File: src/rtl/stopwatch_pkg.sv
// stopwatch_pkg: mode encoding, field-select bit positions and divider sizing shared by the stopwatch control files
package stopwatch_pkg;
    typedef enum logic [1:0] {
        RUN    = 2'd0,
        PAUSED = 2'd1,
        ADJUST = 2'd2
    } state_t;
    localparam int SEL_MIN = 1;
    localparam int SEL_SEC = 0;
    function automatic int div_width(input int hz);
        return (hz > 2) ? $clog2(hz) : 1;
    endfunction
endpackage

File: src/rtl/stopwatch_ctrl_if.sv
// stopwatch_ctrl_if: board-side buttons/switches and counter-side strobes of the stopwatch control block
//   master: the control block (takes raw inputs, drives strobes/levels)
//   slave : board and minutes/seconds counter side
interface stopwatch_ctrl_if;
    logic       btn_pause;
    logic       btn_reset;
    logic       sw_adj;
    logic [1:0] sw_sel;
    logic       cnt_en;
    logic       adj_en;
    logic [1:0] adj_sel;
    logic       is_adj;
    logic       paused;
    logic       clear;
    logic       blink;
    modport master (
        input  btn_pause, btn_reset, sw_adj, sw_sel,
        output cnt_en, adj_en, adj_sel, is_adj, paused, clear, blink
    );
    modport slave (
        output btn_pause, btn_reset, sw_adj, sw_sel,
        input  cnt_en, adj_en, adj_sel, is_adj, paused, clear, blink
    );
endinterface

File: src/rtl/stopwatch_debounce.sv
// stopwatch_debounce: 2-flop synchroniser, stability filter and registered rising-edge press pulse for one button
//   clk, rst : clock and synchronous active-high reset
//   i_btn    : raw asynchronous button level
//   o_press  : one-cycle pulse when the filtered level rises
module stopwatch_debounce #(
    parameter int DEBOUNCE_CYCLES = 1_000_000
) (
    input  logic clk,
    input  logic rst,
    input  logic i_btn,
    output logic o_press
);
    localparam int CW = (DEBOUNCE_CYCLES > 1) ? $clog2(DEBOUNCE_CYCLES) : 1;
    logic [1:0]    r_sync;
    logic [CW-1:0] r_cnt;
    logic          r_stable;
    logic          r_stable_q;
    logic          r_press;
    logic          w_diff;
    logic          w_done;
    assign w_diff = r_sync[1] != r_stable;
    // the level flips on the DEBOUNCE_CYCLES-th consecutive differing cycle
    assign w_done = w_diff && (r_cnt == CW'(DEBOUNCE_CYCLES - 1));
    always_ff @(posedge clk) begin
        if (rst) begin
            r_sync     <= '0;
            r_cnt      <= '0;
            r_stable   <= 1'b0;
            r_stable_q <= 1'b0;
            r_press    <= 1'b0;
        end else begin
            r_sync     <= {r_sync[0], i_btn};
            r_cnt      <= (w_diff && !w_done) ? r_cnt + 1'b1 : '0;
            r_stable   <= w_done ? r_sync[1] : r_stable;
            r_stable_q <= r_stable;
            r_press    <= r_stable && !r_stable_q;
        end
    end
    assign o_press = r_press;
endmodule

File: src/rtl/stopwatch_ctrl.sv
// stopwatch_ctrl: button debounce, switch sync, 1 Hz / 2 Hz enable divider and RUN/PAUSED/ADJUST mode machine
//   clk, rst : clock and synchronous active-high reset
//   bus      : master side of stopwatch_ctrl_if (raw buttons/switches in; cnt_en, adj_en,
//              adj_sel, is_adj, paused, clear, blink out, all driven from flops)
module stopwatch_ctrl
    import stopwatch_pkg::*;
#(
    parameter int CLK_HZ          = 100_000_000,
    parameter int DEBOUNCE_CYCLES = 1_000_000
) (
    input logic               clk,
    input logic               rst,
    stopwatch_ctrl_if.master  bus
);
    localparam int            DW       = div_width(CLK_HZ);
    localparam logic [DW-1:0] DIV_LAST = DW'(CLK_HZ - 1);
    localparam logic [DW-1:0] DIV_HALF = DW'(CLK_HZ / 2 - 1);
    state_t        r_state;
    state_t        w_next;
    logic [DW-1:0] r_div;
    logic [DW-1:0] w_div;
    logic [1:0]    r_adj_sync;
    logic [1:0]    r_sel_s1;
    logic [1:0]    r_sel_s2;
    logic          r_cnt_en;
    logic          r_adj_en;
    logic          r_is_adj;
    logic          r_paused;
    logic          r_blink;
    logic          w_pause_press;
    logic          w_clear;
    logic          w_adj;
    logic          w_tick1;
    logic          w_tick2;
    stopwatch_debounce #(.DEBOUNCE_CYCLES(DEBOUNCE_CYCLES)) u_pause (
        .clk     (clk),
        .rst     (rst),
        .i_btn   (bus.btn_pause),
        .o_press (w_pause_press)
    );
    stopwatch_debounce #(.DEBOUNCE_CYCLES(DEBOUNCE_CYCLES)) u_reset (
        .clk     (clk),
        .rst     (rst),
        .i_btn   (bus.btn_reset),
        .o_press (w_clear)
    );
    assign w_adj   = r_adj_sync[1];
    assign w_tick1 = r_div == DIV_LAST;
    assign w_tick2 = w_tick1 || (r_div == DIV_HALF);
    always_comb begin
        w_next = r_state;
        w_div  = r_div;
        if (r_state != ADJUST && w_adj)
            w_next = ADJUST;
        else if (r_state == ADJUST && !w_adj)
            w_next = PAUSED;
        else if (w_pause_press && !w_clear && r_state != ADJUST)
            w_next = (r_state == RUN) ? PAUSED : RUN;
        // restart the second on any mode change or clear so a resumed count is a full period
        if (w_next != r_state || w_clear)
            w_div = '0;
        else if (r_state != PAUSED)
            w_div = w_tick1 ? '0 : r_div + 1'b1;
    end
    always_ff @(posedge clk) begin
        if (rst) begin
            r_state    <= RUN;
            r_div      <= '0;
            r_adj_sync <= '0;
            r_sel_s1   <= '0;
            r_sel_s2   <= '0;
            r_cnt_en   <= 1'b0;
            r_adj_en   <= 1'b0;
            r_is_adj   <= 1'b0;
            r_paused   <= 1'b0;
            r_blink    <= 1'b0;
        end else begin
            r_state    <= w_next;
            r_div      <= w_div;
            r_adj_sync <= {r_adj_sync[0], bus.sw_adj};
            r_sel_s1   <= bus.sw_sel;
            r_sel_s2   <= r_sel_s1;
            r_cnt_en   <= w_tick1 && r_state == RUN && !w_clear;
            r_adj_en   <= w_tick2 && r_state == ADJUST;
            r_is_adj   <= w_next == ADJUST;
            r_paused   <= w_next == PAUSED;
            r_blink    <= (w_next == ADJUST) && (r_blink ^ (w_tick2 && r_state == ADJUST));
        end
    end
    assign bus.cnt_en  = r_cnt_en;
    assign bus.adj_en  = r_adj_en;
    assign bus.adj_sel = {r_sel_s2[SEL_MIN], r_sel_s2[SEL_SEC]};
    assign bus.is_adj  = r_is_adj;
    assign bus.paused  = r_paused;
    assign bus.clear   = w_clear;
    assign bus.blink   = r_blink;
endmodule

File: src/flat_wrapper.sv
// flat-port wrapper written by rule: the top's interface ports become plain ports
module stopwatch_ctrl_flat import stopwatch_pkg::*;
#(
    parameter int CLK_HZ          = 100_000_000,
    parameter int DEBOUNCE_CYCLES = 1_000_000
)
  (clk, rst, bus_btn_pause, bus_btn_reset, bus_sw_adj, bus_sw_sel, bus_cnt_en, bus_adj_en, bus_adj_sel, bus_is_adj, bus_paused, bus_clear, bus_blink);
  stopwatch_ctrl_if bus_i ();
  input logic clk;
  input logic rst;
  input wire logic [$bits(bus_i.btn_pause)-1:0] bus_btn_pause;
  input wire logic [$bits(bus_i.btn_reset)-1:0] bus_btn_reset;
  input wire logic [$bits(bus_i.sw_adj)-1:0] bus_sw_adj;
  input wire logic [$bits(bus_i.sw_sel)-1:0] bus_sw_sel;
  output wire logic [$bits(bus_i.cnt_en)-1:0] bus_cnt_en;
  output wire logic [$bits(bus_i.adj_en)-1:0] bus_adj_en;
  output wire logic [$bits(bus_i.adj_sel)-1:0] bus_adj_sel;
  output wire logic [$bits(bus_i.is_adj)-1:0] bus_is_adj;
  output wire logic [$bits(bus_i.paused)-1:0] bus_paused;
  output wire logic [$bits(bus_i.clear)-1:0] bus_clear;
  output wire logic [$bits(bus_i.blink)-1:0] bus_blink;
  assign bus_i.btn_pause = bus_btn_pause;
  assign bus_i.btn_reset = bus_btn_reset;
  assign bus_i.sw_adj = bus_sw_adj;
  assign bus_i.sw_sel = bus_sw_sel;
  assign bus_cnt_en = bus_i.cnt_en;
  assign bus_adj_en = bus_i.adj_en;
  assign bus_adj_sel = bus_i.adj_sel;
  assign bus_is_adj = bus_i.is_adj;
  assign bus_paused = bus_i.paused;
  assign bus_clear = bus_i.clear;
  assign bus_blink = bus_i.blink;
  stopwatch_ctrl #(.CLK_HZ(CLK_HZ), .DEBOUNCE_CYCLES(DEBOUNCE_CYCLES)) u_core (.clk(clk), .rst(rst), .bus(bus_i));
endmodule
File: config.mk
export PLATFORM = sky130hd
export DESIGN_NAME = stopwatch_ctrl_flat
export DESIGN_NICKNAME = d
export VERILOG_FILES = /design/src/rtl/stopwatch_pkg.sv /design/src/rtl/stopwatch_ctrl_if.sv /design/src/rtl/stopwatch_debounce.sv /design/src/rtl/stopwatch_ctrl.sv /design/src/flat_wrapper.sv
export SDC_FILE = /design/constraint.sdc
export NUM_CORES = 1
export LEC_CHECK = 0
export ABC_AREA = 1
export ABC_CLOCK_PERIOD_IN_PS = 1800
export BUFFER_PORTS_ARGS = -buffer_cell sky130_fd_sc_hd__buf_2
export CAP_MARGIN = 20
export CORE_MARGIN = 2
export CORE_UTILIZATION = 60
export CTS_CLUSTER_SIZE = 24
export DETAILED_ROUTE_END_ITERATION = 10
export PLACE_DENSITY = 0.79
export SYNTH_ARGS = -nofsm -noshare
export SYNTH_HDL_FRONTEND = slang
export SYNTH_SLANG_ARGS = --single-unit
File: constraint.sdc
create_clock -name clk -period 1.8 [get_ports clk]
set_input_delay 0.18 -clock clk [delete_from_list [all_inputs] [get_ports clk]]
set_output_delay 0.18 -clock clk [all_outputs]
set_load 0.02 [all_outputs]
==> impl_results.md, run 1 <==
- Outcome: completed
- Worst setup EP type: flip-flop
- Inst Count DP: 708
- Area growth syn-to-layout: 9.56%
- Fin. Hold Viols: 0
- Vias in the first global route: 3400
- Register area share after synthesis: 41.9%
- DP Area: 4470 µm²
- Die height: 88.7 µm
- Distinct cells, synth: 34
- GRT Overall Usage: 22.5%
- Syn Area/Cell: 7.14 µm²
- Worst path required time: 2.05 ns
- R2R Setup Slk: 0.19 ns
- Setup TNS: 0 ns
- Initial Util: 62.7%
- FILL cells: 590
- Finished Cell Area: 4720 µm²
- Ys flop type: dfxtp_1
- Via Count: 3621
- Root buf cell: clkbuf_8
- Clock latency on the worst-skew pair: 0.35 ns
- PortBufs: 14
- Chip width: 88.7 µm
- Hold slack: 0.0216 ns
- Tmin final: 1.61 ns
- Top Ports: 15
- Vias/cell: 4.98
- Gpl congestion: 0.885
- Max_slew headroom: 73.5%
- Die area: 7870 µm²
- Max capacitance violation total: 0
- Synth warn: 0
- Max Freq: 0.620 GHz
- First-pass GRT wire length: 14.1 mm
- Non-Filler Instances: 727
- Final ANT Viol Nets: 0
- CP Data Arrival Time: 1.87 ns
- Syn nets: 613
- Critical Path Source Type: flip-flop
- Min-delay worst type: input port to flip-flop
- Number of synthesized flops with an enable pin: 0
- RSZ-0062 raised after global routing: false
- Clk buf depth: 2
- CP max FO: 5
- Clock buffer count from CTS: 9
- Nets: 636
- DPL Wire Length: 5.94 mm
- Post-synth ARST share: 0%
- Core area: 6870 µm²
- Clk_skew: 0.00735 ns
- TritonCTS Sinks: 90
- Setup violations, final: 0
- GR Overflow Total: 0
- WL/cell: 11.0 µm
- Commonest non-fill, non-tap cells in the layout: nor2_1, nand2_1, dfxtp_1
- Worst-Margin Slew: 0.394 ns
- Crit Path Class: flip-flop to flip-flop
- Initial drt markers: 122
- Clk slew on worst S/H paths: 0.09 ns
- Slew Limit Fails: 0
- CTS resizes: 0
- Number of synthesized register bits: 90
- Commonest non-fill, non-tap cell in the layout: nor2_1
- Max rail drop VDD: 0.565 mV
- Antenna fix cells: 0
- Routed WL: 7.96 mm
- H-tree depth: 3
- Mapped cell area: 4300 µm²
- Power Density: 754 nW/µm²
- Cell count after synthesis: 603
- Initial antenna violation count: 0
- DRC violations left: 0
- Share of cells above drive strength 1: 10.9%
- Row count: 30
- Pre-antenna DRT Iters: 4
- Largest net degree at the start of global routing: 21
- Leak: 1.83 nW
- DP Worst Slack: 0.196 ns
- CTS tree: yes
- Worst setup margin: 0.186 ns
- Period utilization: 89.7%
==> per-layer routing <==
layer	global-route usage (%)	part of all wire (%)	vias up
li1	-	-	1924
met1	28.3	47	1622
met2	38.2	48	62
met3	4.76	3.9	13
met4	7.99	1.5	0
met5	0	0	-
==> critical path: stages, from the launching register on <==
cell and delay, ns:
dfxtp_1 0.36, ha_1 0.23, nand3_1 0.16, nor2_2 0.22, nand2_1 0.16, nor3_2 0.18, xnor2_1 0.14, nor2_1 0.06
==> layout make-up <==
class                           instances  area, µm²  share of cell area, %
Multi-Input combinational cell        418       2120                   45.0
Timing Repair Buffer                   19        133                   2.81
Clock buffer                           10        138                   2.92
Tap cell                               96        120                   2.55
Clock inverter                          6       72.6                   1.54
Sequential cell                        90       1800                   38.2
Inverter                               88        330                   7.00
==> cells by family after synthesis <==
family / after synthesis / synth area share (%)
AND/OR/NAND/NOR: 349 / 37.6
buffers and inverters: 95 / 8.87
flip-flops: 90 / 41.9
AO/OA/AOI/OAI: 33 / 4.04
XOR/XNOR: 33 / 6.72
adder cells (fa/ha/maj): 3 / 0.872
==> state kept, by name (all words and copies together), names as in the netlist, 2 cells and up <==
| name | count |
|---|---|
| u_core.r_div | 27 |
| u_core.u_pause.r_cnt | 20 |
| u_core.u_reset.r_cnt | 20 |
| u_core.bus.adj_sel | 2 |
| u_core.r_adj_sync | 2 |
| u_core.r_sel_s1 | 2 |
| u_core.r_state | 2 |
| u_core.u_pause.r_sync | 2 |
| u_core.u_reset.r_sync | 2 |
==> power by group <==
group	internal [mW]	total [mW]	switching, mW
registers	2.01	2.02	0.0124
clock network	0.697	1.42	0.726
logic	0.0430	0.112	0.0695
total	2.75	3.56	0.808
==> cell usage after synthesis, types with 3 or more instances <==
library cell    n  area, µm²
a21oi_1        21        105
nor2_1        126        473
dfxtp_1        90       1800
xnor2_1         7       61.3
ha_1            3       37.5
nand3b_1        4       30.0
buf_6           3       33.8
nor3b_1         7       52.6
nand2_1       114        428
nand3_1        39        195
nor2_4          5       56.3
nor3_2          5       50.1
inv_1          86        323
xor2_1         26        228
nand2_2         7       43.8
nor2_2          6       37.5
nand4_1        11       68.8
o21ai_0         8       40.0
nor3_1         14       70.1
==> per-stage QoR <==
| step | total power [mW] | util [%] |
|---|---|---|
| global placement | 2.16 | 65.1 |
| CTS | 3.60 | 68.1 |
| global route | 3.68 | 68.7 |
| finish | 3.56 | 68.7 |
| detailed placement | 2.17 | 65.1 |
| floorplan | 2.14 | - |
==> path summary, 6_finish.rpt <==
kind | to | cells past startpoint | start
setup / recovery | u_core.u_reset.r_cnt[16]$_SDFF_PP0_ | 7 | u_core.u_reset.r_cnt[0]$_SDFF_PP0_
setup reg to reg | u_core.u_reset.r_cnt[16]$_SDFF_PP0_ | 7 | u_core.u_reset.r_cnt[0]$_SDFF_PP0_
hold / removal | u_core.u_reset.r_sync[0]$_SDFF_PP0_ | 3 | bus_btn_reset
hold reg to reg | u_core.u_pause.o_press$_SDFF_PP0_ | 1 | u_core.u_pause.r_stable_q$_SDFF_PP0_
==> what timing repair did <==
item	in CTS	in global routing
setup endpoints to repair	0	5
endpoints found under the hold margin	0	0
hold buffers	0	0
setup buffers	0	3
(Power assumes the default switching activity.)
==> run 2: changes to the inputs <==
CORE_ASPECT_RATIO = 1.25   (was not set)
SLEW_MARGIN = 30   (was not set)
==> run 2 against run 1 <==
  * Power is 5.3% lower
  * Sequential power hardly changed
  * Combinational power hardly changed
  * Via count is 1.2% higher
  * Core utilization is 1.7 points lower
  * Critical path type unchanged
==> impl_results.md, run 2 (synthesis gave the netlist of run 1 again) <==
- Gpl congestion: 0.919 (+3.9%)
- Largest net degree at the start of global routing: 21 (unchanged)
- PortBufs: 14 (unchanged)
- Max reg flops: 27 (unchanged)
- Finished Cell Area: 4670 µm² (-0.96%)
- Area growth syn-to-layout: 8.52%
- Outcome: completed
- Initial antenna violation count: 0 (unchanged)
- Hold slack: 0.0239 ns (+0.00237 ns)
- Clock latency on the worst-skew pair: 0.36 ns (about the same)
- Commonest non-fill, non-tap cell in the layout: nor2_1
- Routed WL: 8.29 mm (+4.1%)
- CP Data Arrival Time: 1.85 ns (-0.02 ns)
- CTS tree: yes
- Initial drt markers: 135 (+11%)
- WL/cell: 11.5 µm (+5.1%)
- Vias/cell: 5.09 (+2.2%)
- Hold buffers post-CTS: 0 (unchanged)
- Tmin final: 1.60 ns (-0.0161 ns)
- DPL Wire Length: 6.16 mm (+3.7%)
- GRT Overall Usage: 23.0% (+0.52 points)
- DRC violations left: 0 (unchanged)
- First-pass GRT wire length: 14.7 mm (+4.3%)
- Antenna fix cells: 0 (unchanged)
- Share of cells above drive strength 1: 10.8% (-0.14 points)
- Chip width: 79.8 µm (-10%)
- Max Freq: 0.626 GHz (+1.0%)
- Pre-antenna DRT Iters: 5 (+1)
- Fin. Hold Viols: 0 (unchanged)
- CP max FO: 8 (+3)
- Leak: 1.81 nW (-0.82%)
- Critical Path Source Type: flip-flop
- Max capacitance violation total: 0 (unchanged)
- Final ANT Viol Nets: 0 (unchanged)
- Period utilization: 88.8% (-0.90 points)
- Max rail drop VDD: 0.715 mV (+27%)
- Setup TNS: 0 ns (unchanged)
- Clk slew on worst S/H paths: 0.08 ns (about the same)
- Vias in the first global route: 3473 (+2.1%)
- Commonest non-fill, non-tap cells in the layout: nor2_1, nand2_1, dfxtp_1
- Max_slew headroom: 75.9% (+2.4 points)
- Nets: 636 (unchanged)
- Core area: 6980 µm² (+1.6%)
- Initial Util: 61.7% (-0.97 points)
- Worst-Margin Slew: 0.359 ns (-0.0349 ns)
- Root buf cell: clkbuf_8
- Slew Limit Fails: 0 (unchanged)
- DP Area: 4460 µm² (-0.17%)
- Die area: 7870 µm² (about the same)
- Setup violations, final: 0 (unchanged)
- Leading registers by flop count: u_core.r_div: 27 flops, u_core.u_pause.r_cnt: 20 flops, u_core.u_reset.r_cnt: 20 flops
- Die height: 98.7 µm (+11%)
- Clk buf depth: 2 (unchanged)
- Total chip power: 3.37 mW (-5.3%)
- TritonCTS Sinks: 90 (unchanged)
- Power Density: 722 nW/µm² (-4.3%)
- Via Count: 3665 (+1.2%)
- Crit Path Class: flip-flop to flip-flop
- Row count: 34 (+13%)
- Clk_skew: 0.00841 ns (+0.00107 ns)
- Top Ports: 15 (unchanged)
- Worst path required time: 2.05 ns (about the same)
- RSZ-0062 raised after global routing: false
- GR Overflow Total: 0 (unchanged)
- Worst setup EP type: flip-flop
- H-tree depth: 3 (unchanged)
- Register name with the most flops: u_core.r_div
- Min-delay worst type: input port to flip-flop
- Final core occ: 66.9% (-1.7 points)
- Clock buffer count from CTS: 9 (unchanged)
run 2: final timing paths:
| path | start | endpoint | slack, ns | depth (start not counted) |
|---|---|---|---|---|
| worst max-delay path | u_core.r_div[0]$_SDFFE_PP0P_ | u_core.r_div[10]$_SDFFE_PP0P_ | 0.20 | 9 |
| worst min register to register | u_core.u_pause.r_stable_q$_SDFF_PP0_ | u_core.u_pause.o_press$_SDFF_PP0_ | 0.39 | 1 |
| worst min-delay path | bus_btn_reset | u_core.u_reset.r_sync[0]$_SDFF_PP0_ | 0.02 | 3 |
| worst max register to register | u_core.r_div[0]$_SDFFE_PP0P_ | u_core.r_div[10]$_SDFFE_PP0P_ | 0.20 | 9 |
run 2: layout make-up:
type                    instances  area [µm²]
inverters                      88         330
clock buffers                  12         155
repair buffers                 19         133
clock inverters                 3        15.0
multi-input cells             418        2120
well taps                      90         113
fillers                       596        2310
flip-flops and latches         90        1800
run 2: power breakdown:
group / switching (mW) / internal, mW
logic: 0.0688 / 0.0428
clock network: 0.673 / 0.564
registers: 0.0123 / 2.01
run 2: per-layer routing:
layer  global-route usage (%)  wire, µm
met2                     39.3      4090
met5                        0         0
met4                     13.2       220
met1                     27.3      3650
met3                     3.39       329
run 2: timing repair:
| action | CTS | global route |
|---|---|---|
| gates resized for setup | 0 | 1 |
| setup buffers | 0 | 3 |
| endpoints found under the setup margin | 0 | 5 |
run 2: metrics by stage:
stage                     setup slack, ns  std cells
after floorplan                     0.398        603
after global placement              0.235        702
after detailed placement            0.165        702
after CTS                           0.142        717
after global routing               0.0362        720
final                               0.202        720
run 2: critical path, stage by stage, from the launching register on:
cell     delay, ns
dfxtp_1       0.36
ha_1          0.18
inv_1         0.07
nor2_4        0.14
nand2_1       0.08
nor2_1        0.14
nand3_1       0.14
nand2_4       0.17
buf_4         0.15
nor2_1        0.05
==> run 3: changes to the inputs <==
CORE_ASPECT_RATIO = 1.1   (was 1.25)
==> run 3 against run 2 <==
  * Sequential share of layout area increased by 0.22 points
  * Clock skew decreased by 0.00087 ns
  * Non-clock buffer count decreased by 4
  * Maximum frequency decreased by 2.4%
  * Critical path depth increased by 1
  * Sequential cell count unchanged
  * Worst setup slack got worse by 0.039 ns
  * Design area decreased by 0.56%
  * Sequential power about the same
  * Highest routed layer unchanged
  * Via count increased by 0.27%
  * Largest cell class unchanged
  * Hold slack about the same
  * Die area about the same
==> impl_results.md, run 3 (synthesis gave the netlist of run 1 again) <==
- Power Density: 746 nW/µm² (+3.4%)
- Hold buffers post-CTS: 0 (unchanged)
- Outcome: completed
- Die height: 92.8 µm (-5.9%)
- WL/cell: 11.7 µm (+1.3%)
- Clk slew on worst S/H paths: 0.08 ns (about the same)
- Top Ports: 15 (unchanged)
- Hold path cells: 3 (unchanged)
- Largest net degree at the start of global routing: 21 (unchanged)
- Max Freq: 0.611 GHz (-2.4%)
- Initial antenna violation count: 0 (unchanged)
- Setup bufs post-CTS: 0 (unchanged)
- Finished Cell Area: 4640 µm² (-0.56%)
- Max_slew headroom: 74.4% (-1.5 points)
- First-pass GRT wire length: 14.4 mm (-2.3%)
- H-tree depth: 3 (unchanged)
- Leak: 1.79 nW (-1.1%)
- Share of cells above drive strength 1: 10.2% (-0.59 points)
- R2R depth: 10 (+1)
- Non-Filler Instances: 712 (-1.1%)
- Clock latency on the worst-skew pair: 0.36 ns (about the same)
- Clk buf depth: 2 (unchanged)
- Period utilization: 90.9% (+2.1 points)
- Leading registers by flop count: u_core.r_div: 27 flops, u_core.u_pause.r_cnt: 20 flops, u_core.u_reset.r_cnt: 20 flops
- Critical Path Source Type: flip-flop
- RSZ-0062 raised after global routing: false
- Max reg flops: 27 (unchanged)
- Die area: 7870 µm² (about the same)
- Routed WL: 8.30 mm (+0.16%)
- Worst-Margin Slew: 0.380 ns (+0.0214 ns)
- Crit Path Class: flip-flop to flip-flop
- Final ANT Viol Nets: 0 (unchanged)
- Commonest non-fill, non-tap cell in the layout: nor2_1
- Pre-antenna DRT Iters: 7 (+2)
- CTS tree: yes
- DPL Wire Length: 6.20 mm (+0.49%)
- Core area: 6970 µm² (-0.14%)
- Clock buffer count from CTS: 9 (unchanged)
- Reg-to-Reg Start: u_core.r_div[0]$_SDFFE_PP0P_
- Tmin final: 1.64 ns (+0.0387 ns)
- PortBufs: 14 (unchanged)
- CP startpoint: u_core.r_div[0]$_SDFFE_PP0P_
- DRC violations left: 0 (unchanged)
- Max capacitance violation total: 0 (unchanged)
- CP max FO: 19 (+11)
- Chip width: 84.8 µm (+6.3%)
- DP Area: 4450 µm² (-0.31%)
- Worst flop-to-flop path endpoint: u_core.r_div[19]$_SDFFE_PP0P_
- Root buf cell: clkbuf_8
- Via Count: 3675 (+0.27%)
- Antenna fix cells: 0 (unchanged)
- Commonest non-fill, non-tap cells in the layout: nor2_1, nand2_1, dfxtp_1
- Setup violations, final: 0 (unchanged)
- CTS resizes: 0 (unchanged)
- Min-delay worst type: input port to flip-flop
- Slew Limit Fails: 0 (unchanged)
- Gpl congestion: 0.931 (+1.3%)
- R2R Setup Slk: 0.16 ns (-0.04 ns)
- Initial drt markers: 150 (+11%)
- Inst Count DP: 696 (-0.85%)
- Max rail drop VDD: 0.531 mV (-26%)
- Vias/cell: 5.16 (+1.4%)
- Initial Util: 61.8% (+0.089 points)
- GRT Overall Usage: 22.3% (-0.73 points)
- Setup TNS: 0 ns (unchanged)
- Vias in the first global route: 3511 (+1.1%)
- Register name with the most flops: u_core.r_div
- CP Data Arrival Time: 1.89 ns (+0.04 ns)
- Nets: 632 (-0.63%)
- CP endpoint: u_core.r_div[19]$_SDFFE_PP0P_
- Worst path required time: 2.05 ns (about the same)
- Clk_skew: 0.00754 ns (-0.000871 ns)
- GR Overflow Total: 0 (unchanged)
- TritonCTS Sinks: 90 (unchanged)
- Area growth syn-to-layout: 7.91%
- Fin. Hold Viols: 0 (unchanged)
- Row count: 32 (-5.9%)
- Worst setup EP type: flip-flop
[run 3: cell count changes in the layout (fill, tap and decap cells not counted)]
| cell | before | now |
|---|---|---|
| ha_2 | 1 | 0 |
| clkinv_2 | 3 | 1 |
| ha_1 | 2 | 3 |
| bufinv_16 | 0 | 1 |
| clkinvlp_4 | 0 | 2 |
| clkinv_4 | 0 | 2 |
| buf_4 | 3 | 0 |
| buf_12 | 2 | 1 |
| clkbuf_8 | 11 | 9 |
[run 3: layout make-up]
cell class,instances,area (µm²)
Fill cell,638,2320
Multi-Input combinational cell,418,2120
Sequential cell,90,1800
Inverter,88,330
Clock buffer,10,128
Tap cell,85,106
Timing Repair Buffer,15,90.1
Clock inverter,6,67.6
[run 3: power by group]
part / switching, mW / internal [mW] / total [mW]
clock: 0.700 / 0.644 / 1.34
sequential: 0.0121 / 2.01 / 2.02
combinational: 0.0681 / 0.0321 / 0.100
total: 0.780 / 2.69 / 3.47
[run 3: worst min-delay path by stage]
stage,start,end,slack [ns]
floorplan,bus_sw_adj,u_core.r_adj_sync[0]$_SDFF_PP0_,0.29
global placement,u_core.u_reset.r_stable_q$_SDFF_PP0_,u_core.u_reset.o_press$_SDFF_PP0_,0.38
detailed placement,u_core.u_reset.r_stable_q$_SDFF_PP0_,u_core.u_reset.o_press$_SDFF_PP0_,0.38
CTS,bus_btn_pause,u_core.u_pause.r_sync[0]$_SDFF_PP0_,0.02
global route,bus_btn_pause,u_core.u_pause.r_sync[0]$_SDFF_PP0_,0.03
finish,bus_btn_pause,u_core.u_pause.r_sync[0]$_SDFF_PP0_,0.02
[run 3: critical path, stage by stage, from the launching register on]
cell     delay, ns
dfxtp_1       0.37
ha_1          0.18
inv_1         0.07
nor2_4        0.14
nand2_1       0.09
nor2_1        0.14
nand3_1       0.13
nand2_4       0.22
inv_2         0.10
nand2_1       0.07
nor2_1        0.03
[run 3: metal layers]
| layer | share of wire, % | routed length (µm) | vias to the layer above | global-route usage (%) |
|---|---|---|---|---|
| met4 | 2.7 | 223 | 0 | 11.1 |
| li1 | - | - | 1910 | - |
| met1 | 47 | 3860 | 1657 | 26.8 |
| met3 | 3.6 | 300 | 29 | 3.65 |
| met5 | 0 | 0 | - | 0 |
| met2 | 47 | 3920 | 79 | 38.5 |
[run 3: through the flow]
stage                     hold WS, ns  worst slack [ns]  power (mW)  utilization, %
after CTS                      0.0211             0.159        3.50            66.7
final                          0.0237             0.164        3.47            66.7
after detailed placement        0.378             0.175        2.17            63.9
after floorplan                 0.287             0.398        2.14               -
after global placement          0.377             0.243        2.16            63.9
after global routing           0.0269           0.00673        3.58            66.7
